[config.mk]
export PLATFORM = sky130hd
export DESIGN_NAME = check_node_min_sum_serial
export DESIGN_NICKNAME = d
export VERILOG_FILES = /design/src/rtl/check_node_min_sum_serial_pkg.sv /design/src/rtl/check_node_min_sum_serial_comparator.sv /design/src/rtl/check_node_min_sum_serial.sv
export SDC_FILE = /design/constraint.sdc
export NUM_CORES = 1
export LEC_CHECK = 0
export ABC_AREA = 0
export CELL_PAD_IN_SITES_DETAIL_PLACEMENT = 1
export CELL_PAD_IN_SITES_GLOBAL_PLACEMENT = 1
export CORE_MARGIN = 1.5
export CORE_UTILIZATION = 44
export CTS_CLUSTER_SIZE = 30
export DETAILED_ROUTE_END_ITERATION = 7
export DONT_BUFFER_PORTS = 1
export PLACE_DENSITY_LB_ADDON = 0.1
export SYNTH_ARGS = -nofsm -noshare
export SYNTH_HDL_FRONTEND = slang
export SYNTH_HIERARCHICAL = 1
export SYNTH_SLANG_ARGS = --single-unit
[constraint.sdc]
create_clock -name clk -period 3.9 [get_ports clk]
set_input_delay 1.17 -clock clk [delete_from_list [all_inputs] [get_ports clk]]
set_output_delay 1.17 -clock clk [all_outputs]
set_load 0.02 [all_outputs]
[src/rtl/check_node_min_sum_serial_pkg.sv]
// Shared constants for the serial min-sum check-node: FSM encoding and
// IEEE-754 single-precision field positions.
package check_node_min_sum_serial_pkg;

    localparam logic [1:0] ST_IDLE  = 2'd0;
    localparam logic [1:0] ST_ACCUM = 2'd1;
    localparam logic [1:0] ST_DONE  = 2'd2;

    localparam logic [31:0] FP_POS_INF = 32'h7F800000;
    localparam int          SIGN_BIT   = 31;

endpackage

[src/rtl/check_node_min_sum_serial_comparator.sv]
// Combinational IEEE-754 single-precision less-than (a < b); NaN handling
// is outside its contract, and +0 / -0 compare equal.
module comparator_floating_point
    import check_node_min_sum_serial_pkg::*;
(
    input  logic [31:0] a,
    input  logic [31:0] b,
    output logic        lt
);

    logic a_neg;
    logic b_neg;
    logic both_zero;

    assign a_neg     = a[SIGN_BIT];
    assign b_neg     = b[SIGN_BIT];
    assign both_zero = (a[SIGN_BIT-1:0] == '0) && (b[SIGN_BIT-1:0] == '0);

    always_comb begin
        lt = 1'b0;
        if (both_zero)
            lt = 1'b0;
        else if (a_neg != b_neg)
            lt = a_neg;
        else if (!a_neg)
            lt = (a[SIGN_BIT-1:0] < b[SIGN_BIT-1:0]);
        else
            // both negative: larger magnitude is the smaller value
            lt = (a[SIGN_BIT-1:0] > b[SIGN_BIT-1:0]);
    end

endmodule

[src/rtl/check_node_min_sum_serial.sv]
// Serial min-sum check-node: tracks min1, min2, index of min1 and the sign
// parity over DEGREE accepted LLR beats, then holds the result until taken.
module check_node_min_sum_serial
    import check_node_min_sum_serial_pkg::*;
#(
    parameter int DEGREE = 6,
    parameter int IDX_W  = 3
) (
    input  logic             clk,
    input  logic             rst,
    input  logic             start,
    input  logic             in_valid,
    input  logic [31:0]      in_data,
    output logic             in_ready,
    output logic             out_valid,
    input  logic             out_ready,
    output logic [31:0]      out_min1,
    output logic [31:0]      out_min2,
    output logic [IDX_W-1:0] out_min1_idx,
    output logic             out_sign
);

    logic [1:0]       state;
    // one extra bit so the count can represent DEGREE == 2^IDX_W
    logic [IDX_W:0]   count;
    logic [31:0]      min1;
    logic [31:0]      min2;
    logic [IDX_W-1:0] idx;
    logic             sign;

    logic [31:0] mag;
    logic        lt_min1;
    logic        lt_min2;
    logic        accept;
    logic        last_beat;

    assign mag       = {1'b0, in_data[SIGN_BIT-1:0]};
    assign in_ready  = (state == ST_ACCUM);
    assign out_valid = (state == ST_DONE);
    assign accept    = in_valid && in_ready;
    assign last_beat = (count == (IDX_W+1)'(DEGREE - 1));

    comparator_floating_point u_cmp_min1 (
        .a  (mag),
        .b  (min1),
        .lt (lt_min1)
    );

    comparator_floating_point u_cmp_min2 (
        .a  (mag),
        .b  (min2),
        .lt (lt_min2)
    );

    always_ff @(posedge clk) begin
        if (rst) begin
            state <= ST_IDLE;
            count <= '0;
            min1  <= FP_POS_INF;
            min2  <= FP_POS_INF;
            idx   <= '0;
            sign  <= 1'b0;
        end else begin
            case (state)
                ST_IDLE: begin
                    if (start) begin
                        min1  <= FP_POS_INF;
                        min2  <= FP_POS_INF;
                        idx   <= '0;
                        sign  <= 1'b0;
                        count <= '0;
                        state <= ST_ACCUM;
                    end
                end
                ST_ACCUM: begin
                    if (accept) begin
                        sign  <= sign ^ in_data[SIGN_BIT];
                        count <= count + 1'b1;
                        // strict compares: a tie with min1 keeps the first index
                        if (lt_min1) begin
                            min2 <= min1;
                            min1 <= mag;
                            idx  <= count[IDX_W-1:0];
                        end else if (lt_min2) begin
                            min2 <= mag;
                        end
                        if (last_beat)
                            state <= ST_DONE;
                    end
                end
                ST_DONE: begin
                    if (out_ready)
                        state <= ST_IDLE;
                end
                default: state <= ST_IDLE;
            endcase
        end
    end

    assign out_min1     = min1;
    assign out_min2     = min2;
    assign out_min1_idx = idx;
    assign out_sign     = sign;

endmodule

==> results of run 1 <==
logic make-up (layout without fill, tap and decap cells):
| group | after synthesis | in the layout |
|---|---|---|
| other | 1 | 6 |
| and+or+nand+nor | 185 | 185 |
| muxes | 66 | 66 |
| DFF | 72 | 72 |
| buffers and inverters | 92 | 113 |
| adders and majority gates | 64 | 64 |
| AOI/OAI and AO/OA | 93 | 93 |
layout make-up:
type                            count  area share
Timing Repair Buffer               30     0.04800
Multi-Input combinational cell    414      0.5688
Clock buffer                       12     0.04473
Inverter                           68     0.04451
Tap cell                          143     0.03120
Clock inverter                      3     0.01135
Sequential cell                    72      0.2514
layer usage:
metal	vias to the layer above	share of wire
met4	0	0.014
met3	16	0.057
li1	2115	-
met5	-	0
met1	2220	0.42
met2	121	0.51
sequential cells by signal, indices dropped and copies added, names as in the netlist:
register / cells
out_min1: 31
out_min2: 31
count: 4
out_min1_idx: 3
state: 2
out_sign: 1
cells in the final DEF, fill, tap and decap left out, drive strengths merged, types with 2 or more instances in the layout:
cell type / netlist / final
a211oi: 5 / 5
a21boi: 2 / 2
a21o: 2 / 2
a21oi: 23 / 23
a221o: 4 / 4
a221oi: 4 / 4
a2bb2oi: 8 / 8
and2: 2 / 2
and4: 4 / 4
buf: 20 / 30
bufinv: 0 / 2
clkbuf: 4 / 12
conb: 1 / 6
dfxtp: 72 / 72
ha: 64 / 64
inv: 68 / 68
mux2i: 66 / 66
nand2: 65 / 65
nand2b: 4 / 4
nand3: 12 / 12
nand3b: 3 / 3
nand4: 19 / 19
nor2: 30 / 30
nor2b: 2 / 2
nor3: 5 / 5
nor4: 32 / 32
o21ai: 10 / 10
o2bb2ai: 23 / 23
o31a: 3 / 3
o31ai: 6 / 6
or3: 3 / 3
worst reg2reg max path: stages (launching register included):
cell       delay (ns)
dfxtp_1          0.58
inv_1            0.12
ha_1             0.31
and4_1           0.26
nand4_1          0.20
nor3_1           0.37
a21boi_0         0.33
o31a_1           0.24
a211oi_4         0.07
o211a_1          0.29
o31ai_4          0.35
buf_4            0.22
o2bb2ai_2        0.10
power groups by stage:
stage	Clock [mW]	Sequential [mW]	Combinational (mW)
2_1_floorplan	0	0.818	0.236
3_3_place_gp	0	0.826	0.307
3_5_place_dp	0	0.826	0.325
4_1_cts	0.932	0.810	0.328
5_1_grt	0.955	0.814	0.362
6_report	0.918	0.810	0.329
path summary, 6_finish.rpt:
kind                        to  slack (ns)  cells after the start         start
hold / removal        count[3]        0.50                      2      count[3]
hold reg to reg       count[3]        0.50                      2      count[3]
setup reg to reg  out_min2[22]        0.40                     12  out_min1[30]
setup / recovery  out_min1[11]        0.21                     10   in_data[24]
through the flow:
stage,utilization,setup TNS (ns),hold slack (ns),power (mW)
detailed placement,0.4761,-4.515,0.4793,1.152
global route,0.5043,0,0.5355,2.130
global placement,0.4761,-0.6874,0.4624,1.133
CTS,0.5043,0,0.5056,2.070
floorplan,-,0,0.4523,1.054
finish,0.5043,0,0.5026,2.058
==> results.txt, run 1 <==
N_diodes = 0
Vias in the first global route = 4875
Most frequent cell on the critical path = a221o_1
F_max = 0.2713 GHz
Synth Area in Compound Gates = 0.1628
Post-synthesis sequential area ratio = 0.2833
Worst Hold Class = flip-flop to flip-flop
Clk_lat worst skew = 0.35 ns
RSZ-0062 raised after global routing = no
DP Area = 0.005413 mm^2
Non-filler instance count after layout = 742
DR vias = 4472
Max-cap viol count = 0
Final Max Tran Viols = 0
Static leakage = 2.426 nW
Final hold violations = 0
CP Cell Sequence = ha_1 > a21o_1 > a221o_1 > a221o_1 > o31a_1 > a211oi_4 > nand3_1 > a21oi_4 > buf_4 > mux2i_1
Antenna violations before repair = 0
Layout fillers = 1337
Max Root-Sink Buffers = 2
Met3 Use GR = 0.06861
Rel. slew slack = 0.6120
Mux contribution to synthesized area = 0.1306
P_sw = 563.5 uW
Setup CP Type = primary input to flip-flop
Hold_buf cts = 0
Average routed wire per standard cell = 22.68 um
Reg area = 0.001441 mm^2
Fin crit period = 3.686 ns
Reg clk slew, reported paths = 0.06 ns
Initial Util = 0.4475
GRT Util Overall = 0.2805
GRT busiest layer = met2
Core area = 0.01137 mm^2
CTS tree = yes
Placed Instances = 727
Clk network pwr share = 0.446
Fin area = 0.005734 mm^2
Met1 Use GR = 0.3265
Area of the multi-input gates = 0.003262 mm^2
Die area = 0.01222 mm^2
Period utilization = 0.9451
CP Launch Type = primary input
Cell Area, Synth = 0.005087 mm^2
Mapped Avg Cell Area = 8.878 um^2
Netlist cell types = 46
Outcome = finished, final reports clean
Crit path DAT = 3.95 ns
Initial drt markers = 226
Detailed Place HPWL = 12.81 mm
Clock Skew = 0.006722 ns
DRT Pass-1 Iters = 4
Pwr dens = 358.8 mW/mm^2
Reg power frac = 0.394
Maximum VDD drop = 0.2170 mV
Post-Synth Simple-Gate Area = 0.1835
Nets = 696
RePlAce Congestion = 0.8990
Critical Path End Type = flip-flop
Post_cts resized = 0
Critical path fanouts, max = 11
Leading register cell type out of synthesis = dfxtp_1
Async set-reset flop share out of synthesis = 0
Area leader, netlist = dfxtp_1
Synth cell count leaders = dfxtp_1, inv_1, mux2i_1, nand2_1, ha_1
# Post-CTS Setup Buffers = 0
Worst EP required = 4.17 ns
First-pass GRT wire length = 26.83 mm
Syn Inst Count = 573
Most frequent cell after synthesis = dfxtp_1
Root buffer cell = clkbuf_16
Total wire length = 16.83 mm
CP bufs+invs = 1
Synth Area in XOR/XNOR = 0
Vias/cell = 6.027
CP max-delay cell = a221o_1
I/O Pins = 107
Synth top area cells = dfxtp_1, ha_1, mux2i_1
Clock Sinks = 72
Die X = 110.5 um
Post-synthesis register bit count = 72
Max H-tree Level = 3
PortBufs = 0
Slew @ Worst Pin = 0.5820 ns
GRT overflow = 0
Top-area cell type share of the netlist area = 0.2833
Largest family of logic cells by synthesized area = simple AND/OR/NAND/NOR gates
Gate power share = 0.160
P_int = 1.494 mW
Share of layout cells above drive strength 1 = 0.1185
YS warnings = 6
FP Rows = 39
DP Worst Slack = -0.1433 ns
Fin worst setup slack = 0.2140 ns
Inserted Clock Buffers = 9
DRC Markers = 0
Synth Area in Adders = 0.1574
Antenna-violating nets left = 0
Slowest stage delay, CP = 0.42 ns
Sw Share = 0.2739
Area growth from synthesis to final layout = 12.72%
EDFF count, synth = 0
Setup violations, final = 0
Met2 usage = 0.5025
Largest net degree at the start of global routing = 29
Crit path max-delay family = compound AO/OA/AOI/OAI gates
Overall die height = 110.5 um
(Power assumes the default switching activity.)
==> run 2: changes to the inputs <==
--- a/config.mk
+++ b/config.mk
@@ -9,8 +9,9 @@
 export CELL_PAD_IN_SITES_DETAIL_PLACEMENT = 1
 export CELL_PAD_IN_SITES_GLOBAL_PLACEMENT = 1
 export CORE_MARGIN = 1.5
-export CORE_UTILIZATION = 44
-export CTS_CLUSTER_SIZE = 30
+export CORE_UTILIZATION = 45
+export CTS_BUF_LIST = sky130_fd_sc_hd__clkbuf_4
+export CTS_CLUSTER_SIZE = 28
 export DETAILED_ROUTE_END_ITERATION = 7
 export DONT_BUFFER_PORTS = 1
 export PLACE_DENSITY_LB_ADDON = 0.1
==> run 2 against run 1 <==
Cell count shrank 1.1%; global-route usage is 0.22 points higher; final area down 4.1%; die area shrank 2.2%; clock power down 46%; critical path depth grew 2; count of clock-buffer cells in the layout shrank 2; highest routed layer unchanged; sequential power about the same.
==> results.txt, run 2 (synthesized netlist as in run 1, its figures left out) <==
Outcome = finished, final reports clean
Setup CP Type = primary input to flip-flop
Total wire length = 16.37 mm (-2.7%)
Most common cell after layout, fill and taps aside = dfxtp_1
Final Max Tran Viols = 0 (unchanged)
Antenna-violating nets left = 0 (unchanged)
Critical path fanouts, max = 15 (+4)
RePlAce Congestion = 0.8044 (-11%)
Worst EP required = 4.31 ns (+0.14 ns)
Average routed wire per standard cell = 22.31 um (-1.6%)
DRC Markers = 0 (unchanged)
Vias in the first global route = 4403 (-9.7%)
First-pass GRT wire length = 24.90 mm (-7.2%)
RSZ-0062 raised after global routing = no
Max Root-Sink Buffers = 2 (unchanged)
Clock Skew = 0.01877 ns (+0.01205 ns)
F_max = 0.2711 GHz (about the same)
Setup violations, final = 0 (unchanged)
PortBufs = 0 (unchanged)
Critical Path End Type = flip-flop
Slowest stage delay, CP = 0.50 ns (+0.08 ns)
Inserted Clock Buffers = 9 (unchanged)
Vias/cell = 6.087 (+1.0%)
Fin util = 0.5029 (-0.001487)
Max H-tree Level = 3 (unchanged)
Die X = 109.3 um (-1.1%)
Nets = 690 (-0.86%)
Period utilization = 0.9457 (about the same)
Fin crit period = 3.688 ns (+0.002148 ns)
Slew @ Worst Pin = 0.5848 ns (+0.002784 ns)
Max-cap viol count = 0 (unchanged)
Rel. slew slack = 0.6065 (-0.005452)
Initial Util = 0.4652 (+0.01776)
Metal3 WL = 860 um (-10%)
Hold path cells = 2 (unchanged)
Area growth from synthesis to final layout = 8.091%
DR vias = 4468 (-0.089%)
Largest net degree at the start of global routing = 29 (unchanged)
Maximum VDD drop = 0.1597 mV (-26%)
Antenna violations before repair = 0 (unchanged)
Fin area = 0.005499 mm^2 (-4.1%)
Pwr dens = 294.5 mW/mm^2 (-18%)
Path depth of the worst reg2reg path = 13 (+1)
N_diodes = 0 (unchanged)
GRT overflow = 0 (unchanged)
Hold_buf cts = 0 (unchanged)
Detailed Place HPWL = 12.62 mm (-1.4%)
Die area = 0.01195 mm^2 (-2.2%)
Overall die height = 109.3 um (-1.1%)
Most frequent cells in the layout = dfxtp_1, inv_1, mux2i_1, nand2_1, ha_1
Worst Hold Class = flip-flop to flip-flop
Crit path DAT = 4.10 ns (+0.15 ns)
Final hold violations = 0 (unchanged)
Root buffer cell = clkbuf_4
DRT Pass-1 Iters = 4 (unchanged)
# Post-CTS Setup Buffers = 0 (unchanged)
Clock Sinks = 72 (unchanged)
GRT Util Overall = 0.2827 (+0.002212)
FP Rows = 38 (-2.6%)
Static leakage = 2.307 nW (-4.9%)
CP Launch Type = primary input
DP Area = 0.005364 mm^2 (-0.90%)
Core area = 0.01094 mm^2 (-3.8%)
CP Cell Sequence = ha_1 > and4_1 > nand4_1 > nor3_1 > a21boi_0 > o31a_1 > a211oi_4 > buf_4 > o211a_1 > o31ai_4 > buf_12 > o2bb2ai_2
I/O Pins = 107 (unchanged)
Initial drt markers = 250 (+11%)
CP max-delay cell = nor3_1
Detail Route met2 WL = 7.956 mm (-6.7%)
Metal-1 WL = 7.310 mm (+3.0%)
Top Metal Used = met4
Share of layout cells above drive strength 1 = 0.1111 (-0.007420)
Reg clk slew, reported paths = 0.11 ns (+0.05 ns)
Post_cts resized = 0 (unchanged)
Clk_lat worst skew = 0.48 ns (+0.13 ns)
CTS tree = yes
run 2: cell types whose count changed in the layout (fill, tap and decap cells not counted), moves of 2 or more:
cell	change
buf_4	-6
clkbuf_16	-9
clkbuf_8	-2
clkbuf_4	+10
run 2: final timing paths:
| kind | from | to | slack, ns |
|---|---|---|---|
| setup reg to reg | out_min1[28] | out_min2[6] | 0.27 |
| hold reg to reg | count[3] | count[3] | 0.48 |
| setup / recovery | in_data[29] | out_min2[6] | 0.21 |
| hold / removal | count[3] | count[3] | 0.48 |
run 2: power by group:
| group | total [mW] | internal [mW] | switching (mW) |
|---|---|---|---|
| clock | 0.492 | 0.199 | 0.293 |
| combinational | 0.317 | 0.141 | 0.176 |
| sequential | 0.810 | 0.756 | 0.0540 |
run 2: routing by layer:
metal / track usage / vias up
li1: - / 2110
met1: 0.3597 / 2213
met2: 0.4698 / 126
met3: 0.06520 / 19
met4: 0.09462 / 0
met5: 0 / -
run 2: area by class of cell:
class | count | area [um^2]
fillers | 1325 | 5436
multi-input cells | 414 | 3262
flip-flops and latches | 72 | 1441
inverters | 68 | 255.2
repair buffers | 24 | 230.2
well taps | 140 | 175.2
clock buffers | 10 | 75.07
clock inverters | 6 | 60.06
run 2: critical path, delay by kind of cell:
| kind | cells | cell delay (ns) |
|---|---|---|
| AO/OA/AOI/OAI | 6 | 1.34 |
| adder cells (fa/ha/maj) | 1 | 0.30 |
| buffers and inverters | 2 | 0.41 |
| AND/OR/NAND/NOR | 3 | 0.87 |
run 2: per-stage QoR:
stage	setup slack, ns	hold WS [ns]	power (mW)	cells	setup TNS [ns]
floorplan	0.1487	0.4523	1.054	578	0
global placement	-0.1047	0.4615	1.126	718	-2.886
detailed placement	-0.1995	0.4716	1.142	718	-5.776
CTS	0.2947	0.4897	1.638	734	0
global route	0.1046	0.5162	1.699	734	0
finish	0.2118	0.4846	1.619	734	0
==> run 3: changes to the inputs <==
--- a/config.mk
+++ b/config.mk
@@ -6,6 +6,7 @@
 export NUM_CORES = 1
 export LEC_CHECK = 0
 export ABC_AREA = 0
+export CAP_MARGIN = 40
 export CELL_PAD_IN_SITES_DETAIL_PLACEMENT = 1
 export CELL_PAD_IN_SITES_GLOBAL_PLACEMENT = 1
 export CORE_MARGIN = 1.5
==> results of run 3 <==
Final layout, timing and power as in run 2 (identical DEF).
